File: src/rtl/ps2_mouse_rx.sv
// ps2_mouse_rx: receive-only PS/2 mouse decoder.
// Samples PS2_CLK/PS2_DAT, deglitches the clock, frames 11-bit bytes
// (start, 8 data LSB first, odd parity, stop), assembles 3-byte movement
// packets and presents the cursor-side MouseX/MouseY/MouseButtons triple.
// Ports:
//   Clk, Reset_n     system clock, asynchronous active-low reset
//   PS2_CLK, PS2_DAT asynchronous mouse lines (never driven)
//   MouseX, MouseY   saturated signed deltas (Y positive = down)
//   MouseButtons     {5'b0, middle, right, left}
//   packet_valid     one-cycle pulse with each new output triple
//   frame_error      one-cycle pulse on start/parity/stop/timeout error
module ps2_mouse_rx #(
   parameter int FILTER_LEN     = 8,
   parameter int TIMEOUT_CYCLES = 100000
) (
   input  logic       Clk,
   input  logic       Reset_n,
   input  logic       PS2_CLK,
   input  logic       PS2_DAT,
   output logic [7:0] MouseX,
   output logic [7:0] MouseY,
   output logic [7:0] MouseButtons,
   output logic       packet_valid,
   output logic       frame_error
);

   localparam int FW = $clog2(FILTER_LEN + 1);
   localparam int TW = $clog2(TIMEOUT_CYCLES + 1);

   typedef enum logic [1:0] {S_IDLE, S_DATA, S_PARITY, S_STOP} state_t;

   function automatic logic signed [7:0] sat8(input logic signed [9:0] v);
      if (v > 10'sd127)       return 8'sh7F;
      else if (v < -10'sd128) return 8'sh80;
      else                    return v[7:0];
   endfunction

   // Input conditioning: 2-FF synchronizers, then clock glitch filter
   logic          clk_s1_q, clk_s2_q, dat_s1_q, dat_s2_q;
   logic          filt_q, filt_prev_q;
   logic [FW-1:0] fcnt_q;
   logic          strobe;

   always_ff @(posedge Clk or negedge Reset_n) begin
      if (!Reset_n) begin
         clk_s1_q    <= 1'b1;
         clk_s2_q    <= 1'b1;
         dat_s1_q    <= 1'b1;
         dat_s2_q    <= 1'b1;
         filt_q      <= 1'b1;
         filt_prev_q <= 1'b1;
         fcnt_q      <= '0;
      end else begin
         clk_s1_q    <= PS2_CLK;
         clk_s2_q    <= clk_s1_q;
         dat_s1_q    <= PS2_DAT;
         dat_s2_q    <= dat_s1_q;
         filt_prev_q <= filt_q;
         // fcnt_q counts consecutive samples disagreeing with the filtered level
         if (clk_s2_q == filt_q) begin
            fcnt_q <= '0;
         end else if (fcnt_q == FW'(FILTER_LEN - 1)) begin
            filt_q <= clk_s2_q;
            fcnt_q <= '0;
         end else begin
            fcnt_q <= fcnt_q + FW'(1);
         end
      end
   end

   assign strobe = filt_prev_q & ~filt_q;

   // Frame FSM, packet assembly and timeout
   state_t            state_q, state_d;
   logic [2:0]        bcnt_q, bcnt_d;
   logic [7:0]        shift_q, shift_d;
   logic              par_q, par_d;
   logic [1:0]        idx_q, idx_d;
   logic [6:0]        st_q, st_d;   // status byte minus its always-1 bit 3
   logic [7:0]        bx_q, bx_d;
   logic [TW-1:0]     to_q, to_d;
   logic signed [7:0] mx_q, mx_d, my_q, my_d;
   logic [2:0]        btn_q, btn_d;
   logic              pv_q, pv_d, err_q, err_d;
   logic              active, timeout;
   logic signed [9:0] dx, dy, ndy;

   // st_q = {ovf_y, ovf_x, sign_y, sign_x, middle, right, left}
   assign dx  = {{2{st_q[3]}}, bx_q};
   assign dy  = {{2{st_q[4]}}, shift_q};
   assign ndy = -dy;

   always_comb begin
      state_d = state_q;
      bcnt_d  = bcnt_q;
      shift_d = shift_q;
      par_d   = par_q;
      idx_d   = idx_q;
      st_d    = st_q;
      bx_d    = bx_q;
      mx_d    = mx_q;
      my_d    = my_q;
      btn_d   = btn_q;
      pv_d    = 1'b0;
      err_d   = 1'b0;
      active  = (state_q != S_IDLE) || (idx_q != 2'd0);
      timeout = active && (to_q == TW'(TIMEOUT_CYCLES - 1));
      to_d    = active ? to_q + TW'(1) : '0;

      // A timeout wins over a strobe landing in the same cycle
      if (timeout) begin
         state_d = S_IDLE;
         idx_d   = 2'd0;
         err_d   = 1'b1;
         to_d    = '0;
      end else if (strobe) begin
         to_d = '0;
         case (state_q)
            S_IDLE: begin
               if (!dat_s2_q) begin
                  state_d = S_DATA;
                  bcnt_d  = 3'd0;
               end else begin
                  err_d = 1'b1;
               end
            end
            S_DATA: begin
               shift_d = {dat_s2_q, shift_q[7:1]};
               if (bcnt_q == 3'd7) state_d = S_PARITY;
               else                bcnt_d  = bcnt_q + 3'd1;
            end
            S_PARITY: begin
               par_d   = dat_s2_q;
               state_d = S_STOP;
            end
            S_STOP: begin
               state_d = S_IDLE;
               if (dat_s2_q && (^{shift_q, par_q})) begin
                  case (idx_q)
                     2'd0: begin
                        // Bytes without bit 3 set cannot be status bytes; drop to resync
                        if (shift_q[3]) begin
                           st_d  = {shift_q[7:4], shift_q[2:0]};
                           idx_d = 2'd1;
                        end
                     end
                     2'd1: begin
                        bx_d  = shift_q;
                        idx_d = 2'd2;
                     end
                     default: begin
                        mx_d  = st_q[5] ? (st_q[3] ? 8'sh80 : 8'sh7F) : sat8(dx);
                        my_d  = st_q[6] ? (st_q[4] ? 8'sh7F : 8'sh80) : sat8(ndy);
                        btn_d = st_q[2:0];
                        pv_d  = 1'b1;
                        idx_d = 2'd0;
                     end
                  endcase
               end else begin
                  err_d = 1'b1;
                  idx_d = 2'd0;
               end
            end
            default: state_d = S_IDLE;
         endcase
      end
   end

   always_ff @(posedge Clk or negedge Reset_n) begin
      if (!Reset_n) begin
         state_q <= S_IDLE;
         bcnt_q  <= '0;
         shift_q <= '0;
         par_q   <= 1'b0;
         idx_q   <= '0;
         st_q    <= '0;
         bx_q    <= '0;
         to_q    <= '0;
         mx_q    <= '0;
         my_q    <= '0;
         btn_q   <= '0;
         pv_q    <= 1'b0;
         err_q   <= 1'b0;
      end else begin
         state_q <= state_d;
         bcnt_q  <= bcnt_d;
         shift_q <= shift_d;
         par_q   <= par_d;
         idx_q   <= idx_d;
         st_q    <= st_d;
         bx_q    <= bx_d;
         to_q    <= to_d;
         mx_q    <= mx_d;
         my_q    <= my_d;
         btn_q   <= btn_d;
         pv_q    <= pv_d;
         err_q   <= err_d;
      end
   end

   assign MouseX       = mx_q;
   assign MouseY       = my_q;
   assign MouseButtons = {5'b0, btn_q};
   assign packet_valid = pv_q;
   assign frame_error  = err_q;

endmodule
File: config.mk
export PLATFORM = sky130hd
export DESIGN_NAME = ps2_mouse_rx
export DESIGN_NICKNAME = d
export VERILOG_FILES = /design/src/rtl/ps2_mouse_rx.sv
export SDC_FILE = /design/constraint.sdc
export NUM_CORES = 1
export LEC_CHECK = 0
export CAP_MARGIN = 30
export CORE_UTILIZATION = 62
export DETAILED_ROUTE_END_ITERATION = 10
export PLACE_DENSITY = 0.9
export SLEW_MARGIN = 20
export SYNTH_ARGS = -nofsm -noshare
export SYNTH_HDL_FRONTEND = slang
export SYNTH_SLANG_ARGS = --single-unit
export TNS_END_PERCENT = 1
File: constraint.sdc
create_clock -name Clk -period 4.79 [get_ports Clk]
set_clock_uncertainty 0.15 [all_clocks]
set_input_delay 0.479 -clock Clk [delete_from_list [all_inputs] [get_ports Clk]]
set_output_delay 0.479 -clock Clk [all_outputs]
set_load 0.01 [all_outputs]
Yosys cells after proc, flatten, opt, wreduce, memory -nomap -nowiden
Cells that the tools add are included.
{"block": "totals", "ff_bits": 79, "latchBits": 0, "ramBits": 0, "romBits": 0, "input_bits": 4, "out_inout_bits": 26, "mem_count": 0}
{"block": "op_classes", "n_addsub": 4, "multipliers": 0, "n_div": 0, "order_cmp": 4, "eq_ne": 13, "shift": 0, "muxes": 37, "bitwise_logic": 5, "reduce_logical": 21}
{"op": "$mux 8", "n": 8}
{"op": "$mux 17", "n": 3}
{"op": "$mux 2", "n": 9}
{"op": "$add 17x1->17 const B", "n": 1}
{"op": "$eq 17x17->1 const B", "n": 1}
{"op": "$reduce_and 5->1", "n": 3}
{"op": "$reduce_and 3->1", "n": 4}
{"op": "$gt 10x8->1 const B", "n": 1}
{"op": "$lt 10x8->1 const B", "n": 1}
{"op": "$neg 9->10", "n": 1}
{"op": "$reduce_bool 2->1", "n": 5}
{"op": "$gt 9x8->1 const B", "n": 1}
{"op": "$lt 9x8->1 const B", "n": 1}
{"op": "$mux 1", "n": 9}
{"op": "$reduce_xor 9->1", "n": 1}
{"op": "$mux 4", "n": 2}
{"op": "$pmux 2 s4", "n": 1}
{"op": "$mux 3", "n": 2}
{"op": "$ne 3x3->1 const B", "n": 2}
{"op": "$pmux 3 s2", "n": 1}
{"op": "$reduce_and 6->1", "n": 1}
{"op": "$add 4x1->4 const B", "n": 1}
{"op": "$eq 2x1->1 const B", "n": 2}
{"op": "$eq 2x2->1 const B", "n": 2}
{"op": "15 further kinds", "n": 21}

Logic depth before layout (Yosys ltp)
Gate-level depths: netlist of the first run.
{"block": "logic_depth", "depth_word": 7, "ltp_mapped": 10, "depth_no_buf": 8}

Least setup slack after synthesis of the first run
OpenSTA, ideal clock, no wires.
{"block": "synth_path", "path_kind": "register -> register", "startpoint": "register shift_q[5]", "endpoint": "register bx_q[7]", "setup_time_ns": 0.128, "t_arrival_ns": 2.425, "setup_slack_ns": 2.087, "path_stages_with_launch": 11, "synth_period_minus_slack_ns": 2.703, "path_cell_list": "dfrtp_1 clkbuf_2 inv_1 ha_1 xor2_1 or4_1 mux2i_1 nand2_1 nor3b_2 buf_6 mux2_1"}
{"block": "synth_between", "elab_chain_len": 3}
{"item": "start: declaration", "line": "76", "rtl": "logic [7:0] shift_q, shift_d;"}
{"item": "start signal: assignment", "line": "187", "rtl": "shift_q <= shift_d;"}
{"item": "$reduce_xor 9->1", "line": "138", "rtl": "if (dat_s2_q && (^{shift_q, par_q})) begin"}
{"item": "$logic_and 1x1->1", "line": "138"}
{"item": "$reduce_and 5->1 (no source line)"}
{"item": "end signal: assignment", "line": "177", "rtl": "bx_q <= '0;"}
{"item": "end signal: assignment", "line": "191", "rtl": "bx_q <= bx_d;"}
{"item": "end: declaration", "line": "80", "rtl": "logic [7:0] bx_q, bx_d;"}
Every way passes these cells.
A chain may end at the register's enable or synchronous reset.

Final worst setup path of the first run
{"block": "layout_path", "startpoint": "register shift_q[5]", "endpoint": "register btn_q[1]"}
{"block": "layout_between", "elab_chain_len": 3}
{"item": "$reduce_xor 9->1", "line": "138"}
{"item": "$logic_and 1x1->1", "line": "138"}
{"item": "$reduce_and 5->1 (no source line)"}
{"item": "end signal: assignment", "line": "195", "rtl": "btn_q <= btn_d;"}
{"item": "end: declaration", "line": "83", "rtl": "logic [2:0] btn_q, btn_d;"}
Every way passes these cells.

==> flow_metrics.py, run 1 <==
metrics = {
    "outcome": {
        "status": "finished, final reports clean",
    },
    "worst_setup_path": {
        "endpoint_kind": "flip-flop",
        "cp_data_required_time_ns": 4.88,
        "cp_max_fo": 18,
        "timing.critical_path.arrival_ns": 3.42,
        "criticalPathCategory": "flip-flop to flip-flop",
        "path_depth_of_the_worst_reg2reg_path": 8,
        "crit_path_start_kind": "flip-flop",
    },
    "sta": {
        "unrepaired_setup_endpoints_after_global_routing": "false",
        "final.setup.tns_ns": 0,
        "min_period_ns": 3.33,
        "fmax_mhz": 300,
        "final_hold_viols": 0,
        "tightest_slew_ns": 0.754,
        "drv_slew": 0,
        "maxSlewHeadroom": 0.495,
        "final-setup-viol-count": 0,
        "timing.final.crit_share": 0.696,
    },
    "min_path": {
        "hold_removal_path_class": "flip-flop to flip-flop",
        "min_path_cells": 0,
    },
    "finish": {
        "layout.nets": 437,
        "final_design_area_no_fill_um2": 4480,
        "finalNonFillerCells": 500,
        "sequential_cell_area_um2": 1980,
        "num_antenna_cells": 0,
        "filler_cell_count": 415,
        "drive_gt1_frac": 0.0988,
        "multi_input_comb_area_um2": 1820,
        "area_delta_synth_final_pct": 11.9,
    },
    "die": {
        "floorplan.rows": 28,
        "dieArea_um2": 6790,
        "core_um2": 6060,
        "floorplan.initialDensity": 0.661,
        "die-height_um": 82.4,
        "ioPinCount": 30,
        "die_x_um": 82.4,
    },
    "global_route": {
        "globalRoute.totalOverflow": 0,
        "grtUsageMet2": 0.396,
        "total_global_routing_track_utilization": 0.248,
        "grt_first_pass_wirelength_um": 12200,
        "via_count_of_the_first_global_routing_pass": 2662,
        "met3_usage": 0.0462,
        "grt_antenna_before_repair": 0,
        "groute.layer.met1.usage": 0.307,
        "busiest_layer": "met2",
        "grt_start_max_net_pins": 80,
    },
    "yosys": {
        "yosysWarningCount": 0,
        "synth_enable_flop_cells": 0,
        "synth_top_flop_cell": "dfrtp_1",
        "yosysTopAreaCell": "dfrtp_1",
        "postSynthCellCount": 398,
        "synth_top_cells_by_area": "dfrtp_1 46%, nor2_1 5.1%, mux2i_1 4.7%, ha_1 4.1%, dfstp_2 3.9%",
        "postSynthRegisterBits": 79,
        "synth_cell_types": 55,
        "synth.top_cell.area_share": 0.456,
        "post_synth.cell_area_avg_um2": 10.1,
        "yosys.cell_count.top_type": "dfrtp_1",
        "synth_sequential_area_ratio": 0.495,
        "post_synth_most_frequent_cells": "73 x dfrtp_1, 54 x nor2_1, 33 x nand2_1, 25 x o21ai_0, 24 x inv_1",
        "fraction_of_registers_with_async_set_or_reset_after_synthesis": 1.00,
        "mappedNetlistArea_um2": 4010,
    },
    "cts": {
        "numClockSinks": 79,
        "clk_path_buf_depth": 2,
        "cts_tree": "yes",
        "cts_made_buffers": 9,
        "ctsHtreeMaxLevel": 3,
        "postCtsResizedCells": 0,
        "clk_transition_reported_paths_ns": 0.08,
        "cts_root_buffer": "clkbuf_8",
        "insertion_delay_ns": 0.36,
        "post-cts-setup-buffer-count": 0,
    },
    "detailed_routing": {
        "post-route-drc-count": 0,
        "drt-wirelength-per-cell_um": 14.8,
        "postRouteAntennaNets": 0,
        "dr.first_iter.drc_count": 264,
        "via_density_per_instance": 5.75,
        "vias_post_dr": 2876,
        "wl_um": 7380,
        "dr.pass1.iters": 4,
    },
    "placement": {
        "portBuffers": 24,
        "numPlacedInstances": 482,
        "placed_area_um2": 4240,
        "finalWeightedCongestion": 0.852,
        "post_detailed_placement_half_perimeter_wirelength_um": 5060,
    },
    "pwr": {
        "leakagePower_nw": 2.03,
        "ir_drop_v": 0.000291,
        "powerDensity_nw_per_um2": 383,
    },
    "flow_run": {
        "max_cap_viol_count": 0,
    },
}
==> worst max-delay path, cell delays in order, from the launching register on <==
cell,delay [ns]
dfrtp_1,0.51
inv_1,0.13
ha_1,0.32
xor2_1,0.18
or4_1,0.43
mux2i_1,0.31
nand3_1,0.47
buf_4,0.37
mux2_1,0.35
==> cell families (layout without fill, tap and decap cells) <==
group / after synthesis / after routing / share of synthesized area
adders and majority gates: 13 / 13 / 0.0406
DFF: 79 / 79 / 0.495
and+or+nand+nor: 139 / 139 / 0.166
muxes: 33 / 33 / 0.0924
xor gates and xnor gates: 25 / 25 / 0.0546
buffers and inverters: 45 / 68 / 0.0549
other: 1 / 5 / 0.000936
AOI/OAI and AO/OA: 63 / 63 / 0.0955
==> flip-flops by register name, summed over array words and instances (netlist names) <==
register,cells
clk_s2_q,1
dat_s2_q,1
fcnt_q,4
frame_error,1
dat_s1_q,1
par_q,1
clk_s1_q,1
btn_q,3
to_q,17
filt_prev_q,1
st_q,7
bcnt_q,3
packet_valid,1
filt_q,1
shift_q,8
idx_q,2
state_q,2
MouseX,8
bx_q,8
MouseY,8
==> final timing paths <==
| kind | from | end | slack, ns |
|---|---|---|---|
| max in group asynchronous | Reset_n | clk_s1_q | 3.49 |
| worst max-delay path | shift_q[5] | btn_q[1] | 1.46 |
| worst min register to register | clk_s1_q | clk_s2_q | 0.21 |
| worst min-delay path | clk_s1_q | clk_s2_q | 0.21 |
| min in group asynchronous | Reset_n | MouseX[2] | 0.38 |
| worst max register to register | shift_q[5] | btn_q[1] | 1.46 |
==> cell type report <==
class / count / area share
sequential: 79 / 0.443
clock buffer: 9 / 0.0276
clock inverter: 7 / 0.0195
timing repair buffer: 27 / 0.0631
tap: 75 / 0.0209
inverter: 25 / 0.0209
multi-input combinational: 278 / 0.405
==> cell usage in the layout, fill, tap and decap left out, types with 5 or more instances in the layout <==
master           Yosys  routed
mux2_4               6       6
mux2i_1             19      19
clkdlybuf4s50_1      0      23
nor2_1              54      54
conb_1               1       5
a21oi_1              8       8
dfrtp_1             73      73
mux2_1               6       6
xnor2_1             14      14
nand2_1             33      33
nor3_1              10      10
nand4_1              5       5
clkbuf_8             0       9
dfstp_2              6       6
and3_1               5       5
o21ai_1             10      10
o21ai_0             25      25
ha_1                13      13
xor2_1              11      11
inv_1               24      24
nand3_1             10      10
==> per-layer routing <==
metal	wire length, um	share of wire
met1	3250	0.44
met2	3570	0.48
met3	284	0.038
met4	271	0.037
met5	0	0
==> timing repair <==
action | in CTS | in global routing
setup endpoints to repair | 0 | 0
hold endpoints to repair | 0 | 18
hold buffers | 0 | 1
==> through the flow <==
stage	utilization	setup slack, ns	hold slack, ns	power, W
floorplan	-	2.09	0.0334	0.00111
global placement	0.699	1.66	0.196	0.00116
detailed placement	0.699	1.50	0.197	0.00119
CTS	0.734	1.49	0.147	0.00172
global route	0.740	1.24	0.211	0.00181
finish	0.740	1.46	0.207	0.00172
==> report_power, final <==
group / internal (W) / switching, W
Sequential: 0.000725 / 0.0000588
Clock: 0.000289 / 0.000241
Combinational: 0.000158 / 0.000244
Note: power is estimated with default switching activity, not from simulation.
==> inputs of run 2 (changes only) <==
CORE_UTILIZATION = 53   (was 62)
PLACE_DENSITY = 0.82   (was 0.9)
clock period = 2.8 ns   (was 4.79 ns; I/O delays follow)
==> flow_metrics.py, run 2 (synthesis gave the netlist of run 1 again) <==
metrics = {
    "worst_setup_path": {
        "cp_slowest_cell": "or4_1",
        "cp_max_fo": 16,
        "criticalPathCategory": "flip-flop to flip-flop",
        "cp_data_required_time_ns": 2.89,
        "worstPathCellList": "inv_1 > ha_1 > nor3b_1 > or4_1 > or3_4 > nand3_2 > buf_12 > mux2_1",
        "critical-path-top-delay-family": "simple AND/OR/NAND/NOR gates",
        "worstPathBufferInverterCount": 2,
        "endpoint_kind": "flip-flop",
        "worst_path_largest_cell_delay_ns": 0.47,
        "timing.critical_path.arrival_ns": 2.82,
        "crit_path_start_kind": "flip-flop",
    },
    "sta": {
        "worst_slack_setup_final_ns": 0.0776,
        "unrepaired_setup_endpoints_after_global_routing": "true",
        "tightest_slew_ns": 0.507,
        "timing.final.crit_share": 0.972,
        "final_hold_viols": 0,
        "maxSlewHeadroom": 0.658,
        "fmax_mhz": 367,
        "final-setup-viol-count": 0,
        "drv_slew": 0,
        "min_period_ns": 2.72,
    },
    "finish": {
        "num_antenna_cells": 0,
        "finalNonFillerCells": 538,
        "layout.nets": 451,
        "mostFrequentLayoutCells": "73 x dfrtp_1, 54 x nor2_1, 33 x nand2_1, 25 x o21ai_0, 24 x inv_1",
        "finalCoreUtilization": 0.646,
        "final_design_area_no_fill_um2": 4710,
        "registers.top_by_ff_count": "to_q",
        "largest_reg_flops": 17,
        "area_delta_synth_final_pct": 17.5,
        "most_common_library_cell_in_the_layout_ignoring_fill_and_taps": "dfrtp_1",
        "drive_gt1_frac": 0.139,
    },
    "detailed_routing": {
        "postRouteAntennaNets": 0,
        "drt-wirelength-per-cell_um": 14.4,
        "dr.first_iter.drc_count": 205,
        "wl_um": 7760,
        "post-route-drc-count": 0,
        "dr.pass1.iters": 4,
        "vias_post_dr": 2969,
        "via_density_per_instance": 5.52,
    },
    "global_route": {
        "grt_first_pass_wirelength_um": 12600,
        "globalRoute.totalOverflow": 0,
        "total_global_routing_track_utilization": 0.215,
        "grt_antenna_before_repair": 0,
        "via_count_of_the_first_global_routing_pass": 2809,
        "grt_start_max_net_pins": 80,
    },
    "die": {
        "floorplan.rows": 31,
        "dieArea_um2": 7910,
        "die_x_um": 89.0,
        "die-height_um": 89.0,
        "core_um2": 7290,
        "ioPinCount": 30,
        "floorplan.initialDensity": 0.550,
    },
    "cts": {
        "cts_root_buffer": "clkbuf_8",
        "clk_path_buf_depth": 2,
        "clk_transition_reported_paths_ns": 0.08,
        "numClockSinks": 79,
        "insertion_delay_ns": 0.36,
        "ctsHtreeMaxLevel": 3,
        "cts_tree": "yes",
        "cts_made_buffers": 9,
    },
    "placement": {
        "post_detailed_placement_half_perimeter_wirelength_um": 5210,
        "placed_area_um2": 4360,
        "numPlacedInstances": 517,
        "pre_cts_ws_ns": -0.0388,
        "finalWeightedCongestion": 0.885,
        "portBuffers": 24,
    },
    "pwr": {
        "leakagePower_nw": 2.11,
        "totalPowerFinal_w": 0.00306,
        "powerDensity_nw_per_um2": 650,
        "ir_drop_v": 0.000418,
    },
    "min_path": {
        "hold_removal_path_class": "input port to flip-flop",
    },
    "outcome": {
        "status": "finished, final reports clean",
    },
    "flow_run": {
        "max_cap_viol_count": 0,
    },
}
-- run 2: cell types whose count changed in the layout (fill, tap and decap cells not counted), moves of 2 or more --
cell and change:
a2111oi_2 +2, a2111oi_0 -3, buf_4 +11, clkinv_2 -4
-- run 2: per-stage QoR --
stage / hold slack (ns) / TNS, ns
after floorplan: -0.166 / 0
after global placement: 0.195 / 0
after detailed placement: 0.197 / -0.189
after CTS: 0.159 / 0
after global routing: 0.165 / -0.0820
final: 0.167 / 0
-- run 2: path summary, 6_finish.rpt --
path | depth (start not counted) | endpoint | slack (ns) | from
max | 8 | btn_q[0] | 0.08 | state_q[0]
min | 1 | dat_s1_q | 0.17 | PS2_DAT
max reg2reg | 8 | btn_q[0] | 0.08 | state_q[0]
min reg2reg | 0 | dat_s2_q | 0.21 | dat_s1_q
max in group asynchronous | 3 | clk_s1_q | 1.66 | Reset_n
min in group asynchronous | 2 | MouseX[3] | 0.21 | Reset_n
-- run 2: power by group --
part           internal (W)  switching (W)
registers           0.00124      0.0000741
logic              0.000325       0.000481
clock network      0.000507       0.000433
-- run 2: layout make-up --
type,instances,area [um^2]
Fill cell,597,2580
Sequential cell,79,1980
Multi-Input combinational cell,278,1860
Timing Repair Buffer,41,422
Clock buffer,10,128
Tap cell,99,124
Inverter,25,93.8
Clock inverter,6,92.6
-- run 2: per-layer routing --
layer	up-vias	part of all wire	global-route usage
met5	-	0	0
met4	0	0.039	0.114
met3	23	0.043	0.0526
met2	85	0.49	0.364
met1	1440	0.43	0.255
li1	1421	-	-
-- run 2: repair_timing --
item,CTS,global route
gates cloned,0,1
hold endpoints to repair,73,0
buffers inserted,0,2
hold buffers,1,0
endpoints found under the setup margin,6,23
gates resized for setup,1,11
-- run 2: worst register-to-register path, delay by kind of cell, from the launching register on --
family                     cells  cell delay, ns
adders and majority gates      1            0.24
and+or+nand+nor                4            1.23
muxes                          1            0.33
DFF                            1            0.39
buffers and inverters          2            0.28
==> RTL edit (flow settings as in run 2) <==
Change the parameter `TIMEOUT_CYCLES` from 100000 to 25000.
--- a/src/rtl/ps2_mouse_rx.sv
+++ b/src/rtl/ps2_mouse_rx.sv
@@ -11,7 +11,7 @@
 //   frame_error      one-cycle pulse on start/parity/stop/timeout error
 module ps2_mouse_rx #(
    parameter int FILTER_LEN     = 8,
-   parameter int TIMEOUT_CYCLES = 100000
+   parameter int TIMEOUT_CYCLES = 25000
 ) (
    input  logic       Clk,
    input  logic       Reset_n,
Behaviour: no difference found for any inputs over 10 cycles, from zero or initial values and one cycle with Reset_n low; that may be too few to reach the edited logic, so the function may still have changed.
==> RTL edit against run 2 <==
Setup slack improved by 6.3 ps; sequential cell count decreased by 2; cell count decreased by 6.1%; total power decreased by 7.6%; synthesized area increased by 1.5%; final area decreased by 2.3%; wire length increased by 1.8%; largest cell class is now multi-input gates; largest power group unchanged.
==> RTL edit: results (changes against run 2) <==
CP endpoint=MouseX[4]; synth unique cells=56 (+1.8%); drt total wl=7900 microns (+1.8%); Logic pwr share=25.5% (-0.9 points); max FFs per register=15 (-2); XOR/XNOR Fraction of Synth Area=5.08% (-0.39 points); minimum clock period=2720 ps (-6.27 ps); Internal Power=1.95 mW (-6.1%); Yosys warnings=0 (unchanged); diodes inserted=0 (unchanged); Port Buf Inserts=24 (unchanged); initial antenna violation count=0 (unchanged); Adder-Cell Fraction of Synth Area=3.69% (-0.37 points); slowest stage delay, CP=490 ps (+20 ps); hpwl dp=5450 microns (+4.6%); worst r2r path cells=7 (-1); Seq pwr share=45.5% (+2.5 points); fin nets=417 (-7.5%); ys async rst share=100% (unchanged); worst-margin pin slew=548 ps (+40.3 ps); worst setup path startpoint=shift_q[6]; post-placement cell area=4380 sq um (+0.34%); Leakage=2.12 nW (+0.12%); worst path arrival time=2800 ps (-20 ps); largest reg by FF count=to_q; largest net degree at the start of global routing=78 (-2.5%); multiplexer area fraction after synthesis=14.5% (+5.3 points); number of global-route vias before repair=2801 (-0.28%); compound-cell area share of the yosys netlist=8.15% (-1.4 points); vias per cell=5.61 (+1.7%); sequential element share of the synthesized area=47.6% (-1.9 points); worst r2r dst=MouseX[4]; Max IR drop VDD=0.481 mV (+15%); run status=finished clean; pre-CTS WS=113 ps (+151 ps); first-pass GRT wire length=13200 microns (+4.3%); initial DRC count=179 (-13%); DRT Pass-1 Iters=5 (+1); WHS=188 ps (+21.5 ps); min-delay src=PS2_CLK; share of post-route cells with drive strength above 1=16.7% (+2.9 points); gr usage total=22.0% (+0.52 points); Placer Congestion=0.930 (+5.1%); top post-synthesis cells by area=dfrtp_1 44%, mux2_4 8.9%, nor2_1 4.2%; Hold Crit Depth=1 (unchanged); WHS Endpoint=clk_s1_q; number of fillers in the final layout=549 (-8.0%); critical path's slowest cell=and3_4; list of most frequent post-synthesis cells=71 x dfrtp_1, 45 x nor2_1, 24 x mux2_4, 17 x inv_1, 17 x xnor2_1; clk root buf=clkbuf_8; crit path max fanout=20 (+4)
[RTL edit: layout make-up]
| type | count | area share (%) |
|---|---|---|
| sequential | 77 | 42.1 |
| tap | 99 | 2.69 |
| clock inverter | 4 | 1.03 |
| inverter | 19 | 1.55 |
| clock buffer | 12 | 3.16 |
| multi-input combinational | 260 | 42.1 |
| timing repair buffer | 34 | 7.40 |
[RTL edit: cell families (layout without fill, tap and decap cells)]
kind of cell             count (synthesis)  count (layout)
XOR/XNOR                                22              22
buffers and inverters                   39              69
AO/OA/AOI/OAI                           53              53
adder cells (fa/ha/maj)                 12              12
other                                    1               5
multiplexers                            46              46
flip-flops                              77              77
AND/OR/NAND/NOR                        122             122
[RTL edit: worst max-delay path, delay by kind of cell, from the launching register on]
kind | cells | cell delay [ps]
and+or+nand+nor | 2 | 790
xor gates and xnor gates | 2 | 460
DFF | 1 | 440
muxes | 1 | 350
adders and majority gates | 1 | 300
buffers and inverters | 1 | 110
[RTL edit: timing repair]
| item | 4_1_cts | 5_1_grt |
|---|---|---|
| resized for setup | 0 | 1 |
| hold buffers | 1 | 0 |
| endpoints found under the setup margin | 0 | 21 |
| buffers inserted | 0 | 0 |
| hold endpoints to repair | 71 | 0 |
[RTL edit: metal layers]
metal / share of wire (%) / vias to the layer above / GRT usage, %
li1: - / 1338 / -
met1: 43 / 1386 / 25.9
met2: 50 / 85 / 37.7
met3: 4.3 / 25 / 5.58
met4: 3.1 / 0 / 10.5
met5: 0 / - / 0
[RTL edit: metrics by stage]
step | cells | TNS (ps) | total power, mW | util, %
CTS | 504 | 0 | 2.85 | 62.5
global placement | 487 | 0 | 1.98 | 59.7
floorplan | 376 | 0 | 1.84 | -
finish | 505 | 0 | 2.83 | 62.7
global route | 505 | -523 | 3.00 | 62.7
detailed placement | 487 | 0 | 2.01 | 59.7
